===== src/rtl/memory_writer.sv =====
`default_nettype none
// ============================================================================
// Module   : memory_writer
// Brief    : Writes one frame of raster-order result pixels into block RAM.
// Revision : 1.0 - initial release
// ============================================================================
module memory_writer #(
    parameter int IMG_W = 98,
    parameter int IMG_H = 98,
    parameter int AW    = 14
) (
    input  logic          clk,
    input  logic          rst,
    input  logic          start_i,
    input  logic          pix_valid_i,
    input  logic [7:0]    pix_data_i,
    output logic          pix_ready_o,
    output logic          mem_we_o,
    output logic [AW-1:0] mem_addr_o,
    output logic [7:0]    mem_din_o,
    output logic [6:0]    row_o,
    output logic [6:0]    col_o,
    output logic          busy_o,
    output logic          done_o,
    output logic          err_ovf_o
);

    typedef enum logic [1:0] {
        S_IDLE  = 2'd0,
        S_WRITE = 2'd1,
        S_DRAIN = 2'd2,
        S_DONE  = 2'd3
    } state_t;

    localparam logic [6:0]    c_last_col = 7'(IMG_W - 1);
    localparam logic [6:0]    c_last_row = 7'(IMG_H - 1);
    localparam logic [6:0]    c_one7     = 7'd1;
    localparam logic [AW-1:0] c_addr_one = {{(AW-1){1'b0}}, 1'b1};

    state_t        state_q, state_d;
    logic [6:0]    row_q, row_d;
    logic [6:0]    col_q, col_d;
    logic [AW-1:0] addr_cnt_q, addr_cnt_d;
    logic          mem_we_q, mem_we_d;
    logic [AW-1:0] mem_addr_q, mem_addr_d;
    logic [7:0]    mem_din_q, mem_din_d;
    logic          err_q, err_d;

    logic w_last_col;
    logic w_last_beat;

    assign w_last_col  = (col_q == c_last_col);
    assign w_last_beat = w_last_col && (row_q == c_last_row);

    always_ff @(posedge clk or posedge rst) begin
        if (rst) begin
            state_q    <= S_IDLE;
            row_q      <= '0;
            col_q      <= '0;
            addr_cnt_q <= '0;
            mem_we_q   <= 1'b0;
            mem_addr_q <= '0;
            mem_din_q  <= '0;
            err_q      <= 1'b0;
        end else begin
            state_q    <= state_d;
            row_q      <= row_d;
            col_q      <= col_d;
            addr_cnt_q <= addr_cnt_d;
            mem_we_q   <= mem_we_d;
            mem_addr_q <= mem_addr_d;
            mem_din_q  <= mem_din_d;
            err_q      <= err_d;
        end
    end

    always_comb begin
        state_d    = state_q;
        row_d      = row_q;
        col_d      = col_q;
        addr_cnt_d = addr_cnt_q;
        mem_we_d   = 1'b0;
        mem_addr_d = mem_addr_q;
        mem_din_d  = mem_din_q;
        err_d      = err_q;

        case (state_q)
            S_IDLE: begin
                if (start_i) begin
                    state_d    = S_WRITE;
                    row_d      = '0;
                    col_d      = '0;
                    addr_cnt_d = '0;
                    // A pixel arriving with start is still an overflow.
                    err_d      = pix_valid_i;
                end else if (pix_valid_i) begin
                    err_d = 1'b1;
                end
            end
            S_WRITE: begin
                if (pix_valid_i) begin
                    mem_we_d   = 1'b1;
                    mem_addr_d = addr_cnt_q;
                    mem_din_d  = pix_data_i;
                    addr_cnt_d = addr_cnt_q + c_addr_one;
                    if (w_last_beat) begin
                        // Position freezes on the final pixel until next start.
                        state_d = S_DRAIN;
                    end else if (w_last_col) begin
                        col_d = '0;
                        row_d = row_q + c_one7;
                    end else begin
                        col_d = col_q + c_one7;
                    end
                end
            end
            S_DRAIN: begin
                state_d = S_DONE;
                if (pix_valid_i) err_d = 1'b1;
            end
            S_DONE: begin
                state_d = S_IDLE;
                if (pix_valid_i) err_d = 1'b1;
            end
            default: begin
                state_d = S_IDLE;
            end
        endcase
    end

    assign pix_ready_o = (state_q == S_WRITE);
    assign busy_o      = (state_q != S_IDLE);
    assign done_o      = (state_q == S_DONE);
    assign mem_we_o    = mem_we_q;
    assign mem_addr_o  = mem_addr_q;
    assign mem_din_o   = mem_din_q;
    assign row_o       = row_q;
    assign col_o       = col_q;
    assign err_ovf_o   = err_q;

endmodule
`default_nettype wire


===== config.mk =====
export PLATFORM = sky130hd
export DESIGN_NAME = memory_writer
export DESIGN_NICKNAME = d
export VERILOG_FILES = /design/src/rtl/memory_writer.sv
export SDC_FILE = /design/constraint.sdc
export NUM_CORES = 1
export LEC_CHECK = 0
export CORE_MARGIN = 2
export CORE_UTILIZATION = 57
export DETAILED_ROUTE_END_ITERATION = 12
export DONT_BUFFER_PORTS = 1
export PLACE_DENSITY_LB_ADDON = 0.25
export SLEW_MARGIN = 20
export SYNTH_ARGS = -nofsm -noshare
export SYNTH_HDL_FRONTEND = slang
export SYNTH_SLANG_ARGS = --single-unit

===== constraint.sdc =====
create_clock -name clk -period 2 [get_ports clk]
set_input_delay 0.4 -clock clk [delete_from_list [all_inputs] [get_ports clk]]
set_output_delay 0.4 -clock clk [all_outputs]
set_load 0.01 [all_outputs]

* Word-level counts from Yosys, hierarchy flattened
Index checks and enable logic that the tools add are counted.
Operators by class: add/sub/neg operators 3, eq/ne operators 10, muxes and demuxes 21, reduce and logical (&&, ||, !) cells 11
Operators with widths (count):
- 2-to-1 mux 7 bit | 7
- 2-to-1 mux 14 bit | 2
- case mux 14 bit (2 select lines) | 1
- case mux 7 bit (2 select lines) | 2
- adder 14 x 1 -> 14 bit (second input constant) | 1
- adder 7 x 1 -> 7 bit (second input constant) | 2
- equality test 7 bit (second input constant) | 2
- case mux 2 bit (4 select lines) | 1
- 2-to-1 mux 2 bit | 3
- inequality test 2 bit (second input constant) | 3
- AND reduction 3 bit | 2
- nonzero test 2 bit | 3
- AND reduction 5 bit | 1
- equality test 2 bit (second input constant) | 2
- 2-to-1 mux 1 bit | 4
- inequality test 2 x 1 -> 1 bit (second input constant) | 2
- AND reduction 4 bit | 1
- equality test 2 x 1 -> 1 bit (second input constant) | 1
- logical NOT 2 bit | 1
- case mux 1 bit (2 select lines) | 1
- AND reduction 2 bit | 1
- OR reduction 2 bit | 1
- logical AND 1 bit | 1
Storage, ports and cells: bits in registers 54, input bits 12, output and inout bits 41, logic and storage cells 53

* Logic depth before layout (Yosys ltp)
word-level depth 5, mapped depth 8, mapped depth without buffers 6

* Worst setup path before layout
OpenSTA, ideal clock, no wires.
path kind register to register, start reg state_q[1], end reg addr_cnt_q[4], library setup time 139 ps, data arrival time 2055 ps, data required time 1861 ps, slack -194 ps, stages on the path, launching flop included 9, path buffers 2, period minus slack after synthesis 2194 ps, path through dfrtp_1 inv_1 ha_1 buf_2 nor2_1 or3_1 clkbuf_1 nor2_1 nor2_1
On the way: longest elaborated chain between the ends 3, elaborated cells between the ends (all ways) 7, those cells by class eq/ne: 3; mux: 1; reduce/logical: 3
RTL lines:
- from (decl) | line 40 | state_t state_q, state_d;
- from (signal assigned) | line 66 | state_q <= state_d;
- equality test 2 x 1 -> 1 bit *
- net pix_ready_o | line 17 | output logic pix_ready_o,
- inequality test 2 bit (no source line) or nonzero test 2 bit (tied branches)
- AND reduction 3 bit (no source line)
- to (signal assigned) | line 69 | addr_cnt_q <= addr_cnt_d;
- to (decl) | line 43 | logic [AW-1:0] addr_cnt_q, addr_cnt_d;
The timed path passes the listed nets; every way through them passes the cells marked *. A chain may end at the register's enable or synchronous reset.

* Worst setup path after layout
start reg row_q[4], in the netlist row_o[4], end reg state_q[1]
On the way: longest elaborated chain between the ends 4
RTL lines:
- from (decl) | line 41 | logic [6:0] row_q, row_d;
- from (signal assigned) | line 67 | row_q <= row_d;
- equality test 7 bit | line 53 | assign w_last_beat = w_last_col && (row_q == c_last_row);
- logical AND 1 bit | line 53
- inequality test 2 x 1 -> 1 bit (no source line)
- AND reduction 3 bit (no source line)
Every way passes these cells.

==> run_results.csv <==
group,metric,value,unit
timing,clock.fmax,489,MHz
setup_path,worstPathMaxFanout,2,
detailed_routing,totalWireLength,5.45,mm
layout,layout_commonest_cell,"dfrtp_1",
timing,finalSetupViolations,1,
clock_network,clk_pin_slew,90,ps
pwr,peakVddDrop,0.000492,V
floorplanning,coreArea,0.00444,mm^2
grt,grt_pass1_vias,2017,
detailed_routing,firstDrtPassIters,4,
synth,synth-seq-cells,54,
synth,yosysUniqueCellTypes,45,
setup_path,endpoint_kind,"flip-flop",
synth,yosys.area_share.xor_xnor,0.652,%
setup_path,worstRegToRegCells,4,
clock_network,clock-sinks,54,
floorplanning,start_util,60.5,%
placed_design,io_buffers,0,
timing,max_slew_margin,72.8,%
setup_path,setup.worst_path.start,"row_o[4]",
layout,seq_area,0.00136,mm^2
layout,instances_no_fill,345,
timing,final.period_utilization,102,%
synth,synth_mux_area_share,9.12,%
detailed_routing,drcViolationCount,0,
clock_network,cts_inserted_buffers,5,
flow_run,cap_violations,0,
detailed_routing,drt-initial-drc-count,145,
run_status,status,"finished, violations left",
synth,synth_ff_type,"dfrtp_1",
run_status,violations,"setup timing",
layout,layout_common_cells,"dfrtp_1, buf_4, nand2_1, mux2_2, o21ai_0",
grt,globalRouteOverflowTotal,0,
layout,drive_gt1_share,29.7,%
timing,skew,6.62,ps
grt,grt_max_degree,36,
synth,ys_warn_count,0,
placed_design,post-dp-hpwl,3.87,mm
timing,slew_violations,0,
timing,tightest_slew,408,ps
detailed_routing,wire_per_inst,15.8,um
grt,grt_pass1_wl,9.22,mm
synth,synth_area,0.00269,mm^2
pwr,total_power,2.85,mW
layout,synthToLayoutAreaGrowth,20.0,%
timing,setup_ws,-44.9,ps
synth,synthSimpleGateAreaFrac,17.5,%
synth,synth-compound-area-share,14.3,%
grt,antenna_found_initial,0,
pwr,powerDensity,885,mW/mm^2
clock_network,cts_tree,"yes",
clock_network,clk_latency,300,ps
floorplanning,row_count,24,
clock_network,cts-htree-levels,2,
layout,n_fill_cell,326,
synth,avgSynthCellArea,10.5,um^2
placed_design,dpl.cell_count,329,
timing,rsz0062_at_grt,"true",
setup_path,cp-start-kind,"flip-flop",
setup_path,timing.rr.start,"row_o[4]",
setup_path,r2r_slack,-40,ps
synth,ys_seq_area_share,50.3,%
pwr,p_leak,1.43,nW
layout,multiInputGateArea,0.00135,mm^2
synth,synth_nets,280,
layout,nets,315,
detailed_routing,vias_per_cell,6.18,
hold_path,hold_path_class,"in -> reg",
clock_network,root_buffer,"clkbuf_8",
setup_path,worstSetupPathType,"reg -> reg",
setup_path,r2r_end,"state_q[1]",
clock_network,clockBufferDepth,2,
synth,synth_fa_ha_area_share,5.12,%
setup_path,arrival,2240,ps
synth,synthArstFlopShare,100,%
detailed_routing,num_vias,2132,
placed_design,place.gp.congestion,0.794,
synth,syn-instance-count,257,
layout,antennaDiodeCount,0,
synth,synth-edff-count,0,
floorplanning,die-area,0.00528,mm^2
setup_path,crit_path_end,"state_q[1]",
timing,period_needed,2040,ps
detailed_routing,ant_nets,0,
floorplanning,ioPinCount,53,
timing,finalHoldViolations,0,
floorplanning,die_w,72.7,um
synth,synth_top_family_by_area,"simple AND/OR/NAND/NOR gates",
grt,grt_usage,22.0,%
setup_path,cp_data_required_time,2200,ps
floorplanning,die_h,72.7,um
-- flip-flops by register name (all words and copies together), names as in the netlist --
signal and count:
addr_cnt_q 14, col_o 7, err_ovf_o 1, mem_addr_o 14, mem_din_o 8, mem_we_o 1
row_o 7, state_q 2
-- cell usage after synthesis, types with 3 or more instances --
cell,number,area share [%]
dfrtp_1,54,50
nand2_1,26,3.6
mux2_2,19,8.0
a21oi_1,17,3.2
o21ai_0,17,3.2
inv_1,13,1.8
ha_1,11,5.1
nand3_1,9,1.7
nor2_1,8,1.1
a31oi_1,7,1.6
clkbuf_1,6,0.84
or3_1,6,1.4
or4_1,6,1.7
o31ai_1,5,1.4
nand2b_1,4,0.93
nor2b_1,4,0.93
and3_1,3,0.70
nand4_1,3,0.70
nor3_1,3,0.56
nor4_1,3,0.70
-- metal layers --
layer	part of all wire [%]	track usage (%)	vias up	wire (um)
li1	-	-	1011	-
met1	41	27.4	1046	2250
met2	52	38.9	70	2850
met3	5.6	4.83	5	304
met4	0.92	5.56	0	50
met5	0	0	-	0
-- worst max-delay path, cell delays in order, from the launching register on --
cell     delay, ps
dfrtp_1        380
or4b_4         550
or4_4          550
a21oi_4        150
mux2_4         310
-- cells by family after synthesis --
family / after synthesis
AOI/OAI and AO/OA: 61
xor gates and xnor gates: 2
and+or+nand+nor: 86
adders and majority gates: 11
buffers and inverters: 21
DFF: 54
muxes: 22
-- stage by stage --
| step | area (um^2) | hold WS (ps) | TNS [ps] | util [%] | worst slack [ps] |
|---|---|---|---|---|---|
| 2_1_floorplan | 2760 | 495 | -92.7 | - | -92.7 |
| 3_3_place_gp | 3010 | 300 | -23.7 | 67.7 | -23.7 |
| 3_5_place_dp | 3010 | 303 | -86.3 | 67.7 | -62.5 |
| 4_1_cts | 3130 | 215 | -104 | 70.4 | -54.2 |
| 5_1_grt | 3230 | 226 | -147 | 72.6 | -87.2 |
| 6_report | 3230 | 221 | -44.9 | 72.6 | -44.9 |
-- power breakdown --
group | leakage, nW | internal (mW) | switching [mW]
sequential | 0.662 | 1.28 | 0.204
combinational | 0.718 | 0.314 | 0.343
clock | 0.0514 | 0.374 | 0.341
total | 1.43 | 1.97 | 0.888
-- cell type report --
| cell class | count | area share (%) |
|---|---|---|
| Multi-Input combinational cell | 182 | 41.8 |
| Clock buffer | 6 | 2.25 |
| Timing Repair Buffer | 36 | 9.15 |
| Tap cell | 52 | 2.02 |
| Sequential cell | 54 | 42.0 |
| Inverter | 13 | 1.59 |
| Clock inverter | 2 | 1.16 |
-- how the worst min path moves through the flow --
stage,startpoint,to,slack (ps),depth (start not counted)
after detailed placement,rst,mem_din_o[6],300,1
final,pix_valid_i,err_ovf_o,220,2
after global placement,rst,mem_addr_o[5],300,1
after CTS,pix_valid_i,err_ovf_o,210,2
after floorplan,addr_cnt_q[13],mem_addr_o[13],500,1
after global routing,pix_data_i[6],mem_din_o[6],230,1
-- repair_timing --
item                                   4_1_cts  5_1_grt
buffers inserted                             0        7
setup endpoints to repair                    3       23
endpoints found under the hold margin       19        0
gates resized for setup                      0       12
hold buffers                                 1        0
pin swaps                                    1        5
Power figures use the tool's default switching activity.
